**src/rtl/mnist_fb_pkg.sv**
```systemverilog
// rtl/mnist_fb_pkg.sv - shared constants and types for the MNIST frame-buffer read path
package mnist_fb_pkg;

   localparam int NUM_PIX   = 784;
   localparam int FB_ADDR_W = 10;
   localparam int FB_DATA_W = 8;

   // Requester identities as carried in the read tag
   localparam logic REQ_BLIT = 1'b0;
   localparam logic REQ_NN   = 1'b1;

   typedef enum logic [1:0] {
      IDLE = 2'd0,
      OWN0 = 2'd1,
      OWN1 = 2'd2
   } arb_state;

   // One in-flight read: who asked, and whether the address was past the frame
   typedef struct packed {
      logic valid;
      logic id;
      logic oob;
   } rd_tag_t;

endpackage

```
**src/rtl/fb_read_tag_pipe.sv**
```systemverilog
// rtl/fb_read_tag_pipe.sv - RAM-latency-matched tag pipeline steering read returns
module fb_read_tag_pipe
   import mnist_fb_pkg::*;
#(
   parameter int RAM_LAT = 1
) (
   input  logic clk,
   input  logic reset,
   input  logic i_valid,
   input  logic i_id,
   input  logic i_oob,
   output logic o_rvalid0,
   output logic o_rvalid1,
   output logic o_zero,
   output logic o_any_valid
);

   rd_tag_t r_pipe [RAM_LAT];
   rd_tag_t w_in;
   rd_tag_t w_out;

   assign w_in  = '{valid: i_valid, id: i_id, oob: i_oob};
   assign w_out = r_pipe[RAM_LAT-1];

   // Shift tags alongside the RAM; reset drops every in-flight read
   always_ff @(posedge clk or posedge reset) begin
      if (reset) begin
         for (int i = 0; i < RAM_LAT; i++) begin
            r_pipe[i] <= '0;
         end
      end else begin
         r_pipe[0] <= w_in;
         for (int i = 1; i < RAM_LAT; i++) begin
            r_pipe[i] <= r_pipe[i-1];
         end
      end
   end

   assign o_rvalid0 = w_out.valid && (w_out.id == REQ_BLIT);
   assign o_rvalid1 = w_out.valid && (w_out.id == REQ_NN);
   assign o_zero    = w_out.oob;

   // Any stage holding a read keeps the arbiter busy
   always_comb begin
      o_any_valid = 1'b0;
      for (int i = 0; i < RAM_LAT; i++) begin
         o_any_valid = o_any_valid | r_pipe[i].valid;
      end
   end

endmodule

```
**src/rtl/frame_ram_read_arbiter.sv**
```systemverilog
// rtl/frame_ram_read_arbiter.sv - two-requester burst/round-robin arbiter for frame RAM port B
module frame_ram_read_arbiter
   import mnist_fb_pkg::*;
#(
   parameter int ADDR_W    = FB_ADDR_W,
   parameter int DATA_W    = FB_DATA_W,
   parameter int NUM_PIX   = 784,
   parameter int RAM_LAT   = 1,
   parameter int BURST_MAX = 32
) (
   input  logic              clk,
   input  logic              reset,
   input  logic              hold,
   input  logic              req0,
   input  logic [ADDR_W-1:0] addr0,
   output logic              gnt0,
   output logic              rvalid0,
   output logic [DATA_W-1:0] rdata0,
   input  logic              req1,
   input  logic [ADDR_W-1:0] addr1,
   output logic              gnt1,
   output logic              rvalid1,
   output logic [DATA_W-1:0] rdata1,
   output logic [ADDR_W-1:0] ram_addr_b,
   input  logic [DATA_W-1:0] ram_dout_b,
   output logic              busy
);

   // Burst counter just wide enough to hold BURST_MAX (it saturates there)
   localparam int BW           = (BURST_MAX < 1) ? 1 : $clog2(BURST_MAX + 1);
   localparam int BURST_LAST_I = (BURST_MAX < 1) ? 0 : BURST_MAX - 1;
   localparam logic [BW-1:0]     BURST_LAST = BW'(BURST_LAST_I);
   localparam logic [BW-1:0]     BURST_SAT  = BW'(BURST_MAX);
   localparam logic [ADDR_W:0]   OOB_LIM    = (ADDR_W + 1)'(NUM_PIX);

   arb_state          r_state;
   arb_state          w_next;
   logic              r_gnt0;
   logic              r_gnt1;
   logic              r_last;
   logic [BW-1:0]     r_burst;
   logic [ADDR_W-1:0] w_addr;
   logic              w_issue;
   logic              w_issue_id;
   logic              w_oob;
   logic              w_burst_done;
   logic              w_enter;
   logic              w_zero;
   logic              w_any_valid;

   // Port B address follows the current owner; idle parks at zero
   always_comb begin
      w_addr = '0;
      case (r_state)
         OWN0:    w_addr = addr0;
         OWN1:    w_addr = addr1;
         default: w_addr = '0;
      endcase
   end

   assign ram_addr_b   = w_addr;
   assign w_issue      = ((r_state == OWN0) && req0) || ((r_state == OWN1) && req1);
   assign w_issue_id   = (r_state == OWN1);
   assign w_oob        = ({1'b0, w_addr} >= OOB_LIM);
   // Counter holds reads already done; this read is number BURST_MAX (or later, once saturated)
   assign w_burst_done = (BURST_MAX != 0) && (r_burst >= BURST_LAST);
   assign w_enter      = (w_next != r_state) && (w_next != IDLE);

   // Ownership FSM: hold only blocks new grants, never revokes the current one
   always_comb begin
      w_next = r_state;
      case (r_state)
         IDLE: begin
            if (!hold) begin
               if (req0 && req1) begin
                  w_next = (r_last == REQ_BLIT) ? OWN1 : OWN0;
               end else if (req0) begin
                  w_next = OWN0;
               end else if (req1) begin
                  w_next = OWN1;
               end
            end
         end
         OWN0: begin
            if (!req0) begin
               w_next = (req1 && !hold) ? OWN1 : IDLE;
            end else if (w_burst_done && req1 && !hold) begin
               w_next = OWN1;
            end
         end
         OWN1: begin
            if (!req1) begin
               w_next = (req0 && !hold) ? OWN0 : IDLE;
            end else if (w_burst_done && req0 && !hold) begin
               w_next = OWN0;
            end
         end
         default: w_next = IDLE;
      endcase
   end

   // State register with grants decoded from the next state so they track it exactly
   always_ff @(posedge clk or posedge reset) begin
      if (reset) begin
         r_state <= IDLE;
         r_gnt0  <= 1'b0;
         r_gnt1  <= 1'b0;
      end else begin
         r_state <= w_next;
         r_gnt0  <= (w_next == OWN0);
         r_gnt1  <= (w_next == OWN1);
      end
   end

   // Burst length restarts on each new ownership and saturates at the limit
   always_ff @(posedge clk or posedge reset) begin
      if (reset) begin
         r_burst <= '0;
      end else if (w_enter) begin
         r_burst <= '0;
      end else if (w_issue && (r_burst != BURST_SAT)) begin
         r_burst <= r_burst + 1'b1;
      end
   end

   // Last-served pointer starts at the NN side so the blitter wins the first tie
   always_ff @(posedge clk or posedge reset) begin
      if (reset) begin
         r_last <= REQ_NN;
      end else if (w_enter) begin
         r_last <= (w_next == OWN1) ? REQ_NN : REQ_BLIT;
      end
   end

   fb_read_tag_pipe #(
      .RAM_LAT (RAM_LAT)
   ) u_tag_pipe (
      .clk         (clk),
      .reset       (reset),
      .i_valid     (w_issue),
      .i_id        (w_issue_id),
      .i_oob       (w_oob),
      .o_rvalid0   (rvalid0),
      .o_rvalid1   (rvalid1),
      .o_zero      (w_zero),
      .o_any_valid (w_any_valid)
   );

   assign gnt0   = r_gnt0;
   assign gnt1   = r_gnt1;
   assign rdata0 = w_zero ? '0 : ram_dout_b;
   assign rdata1 = w_zero ? '0 : ram_dout_b;
   assign busy   = (r_state != IDLE) || w_any_valid;

endmodule

```
**config.mk**
```make
export PLATFORM = sky130hd
export DESIGN_NAME = frame_ram_read_arbiter
export DESIGN_NICKNAME = d
export VERILOG_FILES = /design/src/rtl/mnist_fb_pkg.sv /design/src/rtl/fb_read_tag_pipe.sv /design/src/rtl/frame_ram_read_arbiter.sv
export SDC_FILE = /design/constraint.sdc
export NUM_CORES = 1
export LEC_CHECK = 0
export BUFFER_PORTS_ARGS = -buffer_cell sky130_fd_sc_hd__buf_2
export CAP_MARGIN = 20
export CORE_ASPECT_RATIO = 0.6
export CORE_MARGIN = 2
export CORE_UTILIZATION = 47
export CTS_BUF_LIST = sky130_fd_sc_hd__clkbuf_16
export DETAILED_ROUTE_END_ITERATION = 8
export PLACE_DENSITY = 0.95
export SLEW_MARGIN = 15
export SYNTH_ARGS = -nofsm -noshare
export SYNTH_HDL_FRONTEND = slang
export SYNTH_SLANG_ARGS = --single-unit
```
**constraint.sdc**
```tcl
create_clock -name clk -period 3.6 [get_ports clk]
set_input_delay 0.72 -clock clk [delete_from_list [all_inputs] [get_ports clk]]
set_output_delay 0.72 -clock clk [all_outputs]
set_load 0.01 [all_outputs]
```
# Yosys cells after proc, flatten, opt, wreduce, memory -nomap -nowiden
# Index checks and enable logic that the tools add are counted.
[classes]
mux = 17
n_addsub = 1
bitwise_logic = 1
reduce_logical = 20
order_cmp = 2
n_eq_ne = 6
[ops]
columns = ["cell", "n"]
rows = [
  ["2-bit 2-to-1 mux", 10],
  ["10-bit case mux with 2 select lines", 1],
  ["1-bit logical AND", 13],
  ["6-bit 2-to-1 mux", 2],
  ["10-bit greater-or-equal comparator, second input constant", 1],
  ["8-bit 2-to-1 mux", 1],
  ["6-bit by 1-bit adder with 6-bit output, second input constant", 1],
  ["6-bit by 5-bit greater-or-equal comparator with 1-bit output, second input constant", 1],
  ["6-bit != test, second input constant", 1],
  ["2-bit case mux with 3 select lines", 1],
  ["2-bit nonzero test", 3],
  ["2-bit by 1-bit == test with 1-bit output, second input constant", 2],
  ["2-bit == test, second input constant", 2],
  ["2-bit logical NOT", 1],
  ["1-bit logical OR", 2],
  ["1-bit 2-to-1 mux", 2],
  ["2-bit != test", 1],
  ["1-bit logical NOT", 1],
  ["1-bit inverter", 1],
]
[totals]
elab_cells = 55
inputBits = 33
out_inout_bits = 31
regBits = 14

# Logic depth before layout (Yosys ltp)
[depth]
ltp_word = 9
mapped_depth = 8
mapped_depth_nobuf = 8

# Cells and area by module
# A second synthesis with hierarchy kept.
[hier_totals]
hier_cells = 135
hier_area_um2 = 1226.2
[by_module_without_submodules]
columns = ["module", "instances", "cells_per_inst", "area_each_um2"]
rows = [
  ["frame_ram_read_arbiter", 1, 129, 1131.1],
  ["fb_read_tag_pipe", 1, 6, 95.1],
]

# Least setup slack after synthesis
# No wires, ideal clock.
[synth_timing]
path_type = "register to output"
startpoint = "register r_state[0]"
endpoint = "output port ram_addr_b[7]"
path_buffers = 1
t_arrival_ns = 1.453
setup_slack_ns = 1.427
path_stages_with_launch = 6
cell_sequence = "dfrtp_1 inv_1 ha_1 clkbuf_1 a22oi_1 nor2b_1"
[synth_via]
elab_chain_len = 2
word_cells_on_any_way = 3
[synth_lines]
columns = ["item", "line_no", "source"]
rows = [
  ["start: declaration", "frame_ram_read_arbiter.sv:36", "arb_state r_state;"],
  ["start signal: assignment", "frame_ram_read_arbiter.sv:109", "r_state <= w_next;"],
  ["2-bit == test", "--", ""],
  ["named net u_tag_pipe.i_id", "fb_read_tag_pipe.sv:10", "input logic i_id,"],
  ["10-bit case mux with 2 select lines", "frame_ram_read_arbiter.sv:54", "case (r_state)"],
  ["end: declaration", "frame_ram_read_arbiter.sv:24", "output logic [ADDR_W-1:0] ram_addr_b,"],
]
# The timed path passes the listed nets, and every way through them passes these cells.

# Worst setup path in the final report
[layout_timing]
startpoint = "register r_state[0]"
endpoint = "output port ram_addr_b[5]"
# Same word-level chain as after synthesis.

==> reports/results.ini <==
[status]
outcome = finished, final reports clean

[place]
hpwl_mm = 2.35
gp_congestion = 0.986
port_buffers = 63

[grt]
grt_max_degree = 16
busiest_layer = met2
grt_use_met3 = 0.0732
first_global_vias = 1114
met2_usage = 0.394
use_met1 = 0.264
grt_remaining_overflow = 0
track_usage = 0.224
grt_pass1_wl_mm = 4.75
antenna_found_initial = 0

[clock_network]
tritoncts = yes
cts.sinks = 14
ctsResizeCount = 0
cts_setup_buffers = 0
cts_root_buf = clkbuf_16
clockBufferDepth = 2
clk_pin_slew_ps = 50
clk_latency_ps = 240
cts_made_buffers = 3
ctsHoldBuffers = 0
cts_max_level = 1

[detailed_routing]
drc_errors = 0
drtAntennaViolNets = 0
wirelength_mm = 2.88
via_count = 1172
via_per_inst = 5.40
first_iter_violations = 79
wire_per_inst_um = 13.3
first_pass_iters = 4

[job]
maxCapViolCount = 0

[timing]
hold_violations = 0
setup_tns_ps = 0
worstMarginPinSlew_ps = 524
rsz0062_at_grt = no
final-max-slew-violation-count = 0
skew_ps = 2.75
fmax_ghz = 0.371
fin_crit_ps = 2690
final-setup-viol-count = 0
relSlewSlack = 0.651
final.period_utilization = 0.748

[die]
core_area_um2 = 2210
die_w_um = 67.1
row_count = 13
io_pins = 64
fp.dieH_um = 41.9
start_util = 0.507
die-area_um2 = 2810

[yosys]
yosysMostFrequentCell = nor2b_1
yosysWarnings = 0
synth_area_leader_cell = dfrtp_1
synth_top_area_frac = 0.290
ys_top_cells_by_count = 22 x nor2b_1, 13 x dfrtp_1, 12 x nand2_1, 10 x a22oi_1
synth_edf_count = 0
seq_area_frac_synth = 0.313
synthArstFlopShare = 1.00
syn_area_um2 = 1120
ys_ff_latch = 14
ys.flop_type = dfrtp_1
syn_inst = 130
synth.avg_cell_area_um2 = 8.63
synth_cell_types = 37
syn_nets = 169
synth_area_leaders = dfrtp_1 29%, nor2b_1 12%, a22oi_1 6.7%, ha_1 6.7%, buf_4 5.4%

[final_layout]
diodes = 0
drive_above_1_share = 0.374
final_nets = 227
area_growth_pct = 32.4
final_util = 0.672

[critical_path]
worst-path-max-fanout = 15
critical_path_class = flip-flop to primary output
crit_path_end_kind = primary output
cp.arrival_ps = 1970
critPathLaunchType = flip-flop
required_ps = 2880

[pwr]
p_leak_nw = 0.778
p_per_area_nw_per_um2 = 633
peakVddDrop_v = 0.000329

[hold_path]
hp-class = flip-flop to flip-flop

[kinds of logic after synthesis]
logic type,share of synthesized area
buf+inv,0.0769
compound gates,0.225
mux,0.0178
simple gates,0.261
fa+ha+maj,0.0669
flops,0.313
xor+xnor,0.0390
[layer usage]
layer / up-vias / wire length, um
li1: 571 / -
met1: 534 / 1150
met2: 65 / 1410
met3: 2 / 309
met4: 0 / 10
met5: - / 0
[worst paths after layout]
kind | from | endpoint | slack, ps | cells after the start
worst max-delay path | r_state[0]$_DFF_PP0_ | ram_addr_b[5] | 910 | 5
worst min-delay path | r_last$_DFFE_PP1P_ | r_last$_DFFE_PP1P_ | 490 | 1
worst max register to register | r_state[0]$_DFF_PP0_ | r_burst[0]$_DFFE_PP0P_ | 1180 | 7
worst min register to register | r_last$_DFFE_PP1P_ | r_last$_DFFE_PP1P_ | 490 | 1
max in group asynchronous | reset | r_last$_DFFE_PP1P_ | 2730 | 2
min in group asynchronous | reset | gnt1$_DFF_PP0_ | 510 | 2
[layout by cell type (no fill, tap or decap), types with 2 or more instances in the layout]
cell | netlist | routed
a21o_1 | 2 | 2
a21oi_1 | 2 | 2
a22o_1 | 2 | 2
a22oi_1 | 10 | 10
a32o_2 | 2 | 2
and3_1 | 2 | 2
buf_2 | 0 | 63
clkbuf_16 | 0 | 3
dfrtp_1 | 13 | 13
ha_1 | 6 | 6
inv_1 | 5 | 5
mux2i_1 | 2 | 2
nand2_1 | 12 | 12
nand2b_1 | 2 | 2
nand4_1 | 2 | 2
nor2_1 | 8 | 8
nor2b_1 | 22 | 22
o21ai_0 | 4 | 4
o21ai_1 | 3 | 3
xnor2_1 | 3 | 3
xor2_1 | 2 | 2
[per-stage QoR]
step | instances | hold WS, ps | total power [mW] | cell area [um2] | setup slack (ps)
after floorplan | 130 | 469 | 0.584 | 1120 | 1430
after global placement | 213 | 486 | 0.719 | 1410 | 1290
after detailed placement | 213 | 486 | 0.727 | 1410 | 1210
after CTS | 217 | 493 | 0.941 | 1490 | 945
after global routing | 217 | 522 | 1.02 | 1490 | 766
final | 217 | 488 | 0.941 | 1490 | 906
[registers in the layout, summed over array words and instances (netlist names)]
register,cells
gnt1,1
gnt0,1
r_state,2
u_tag_pipe.o_any_valid,1
u_tag_pipe.o_zero,1
r_burst,6
u_tag_pipe.r_pipe,1
r_last,1
[worst max-delay path, cell delays in order (launching register included)]
cell and delay [ps]:
dfrtp_1 440, inv_1 220, ha_1 500, a22oi_1 160
nor2b_1 230, buf_2 180
[power breakdown]
group | internal (mW) | total (mW) | switching, mW
logic | 0.216 | 0.486 | 0.270
registers | 0.205 | 0.245 | 0.0401
clock network | 0.147 | 0.209 | 0.0626
total | 0.568 | 0.941 | 0.373
[cell type report]
type                            count  area, um2
Multi-Input combinational cell    101        684
Clock buffer                        3       75.1
Clock inverter                      1       3.75
Inverter                            5       18.8
Fill cell                         182        726
Sequential cell                    14        352
Tap cell                           30       37.5
Timing Repair Buffer               63        315
(Power assumes the default switching activity.)
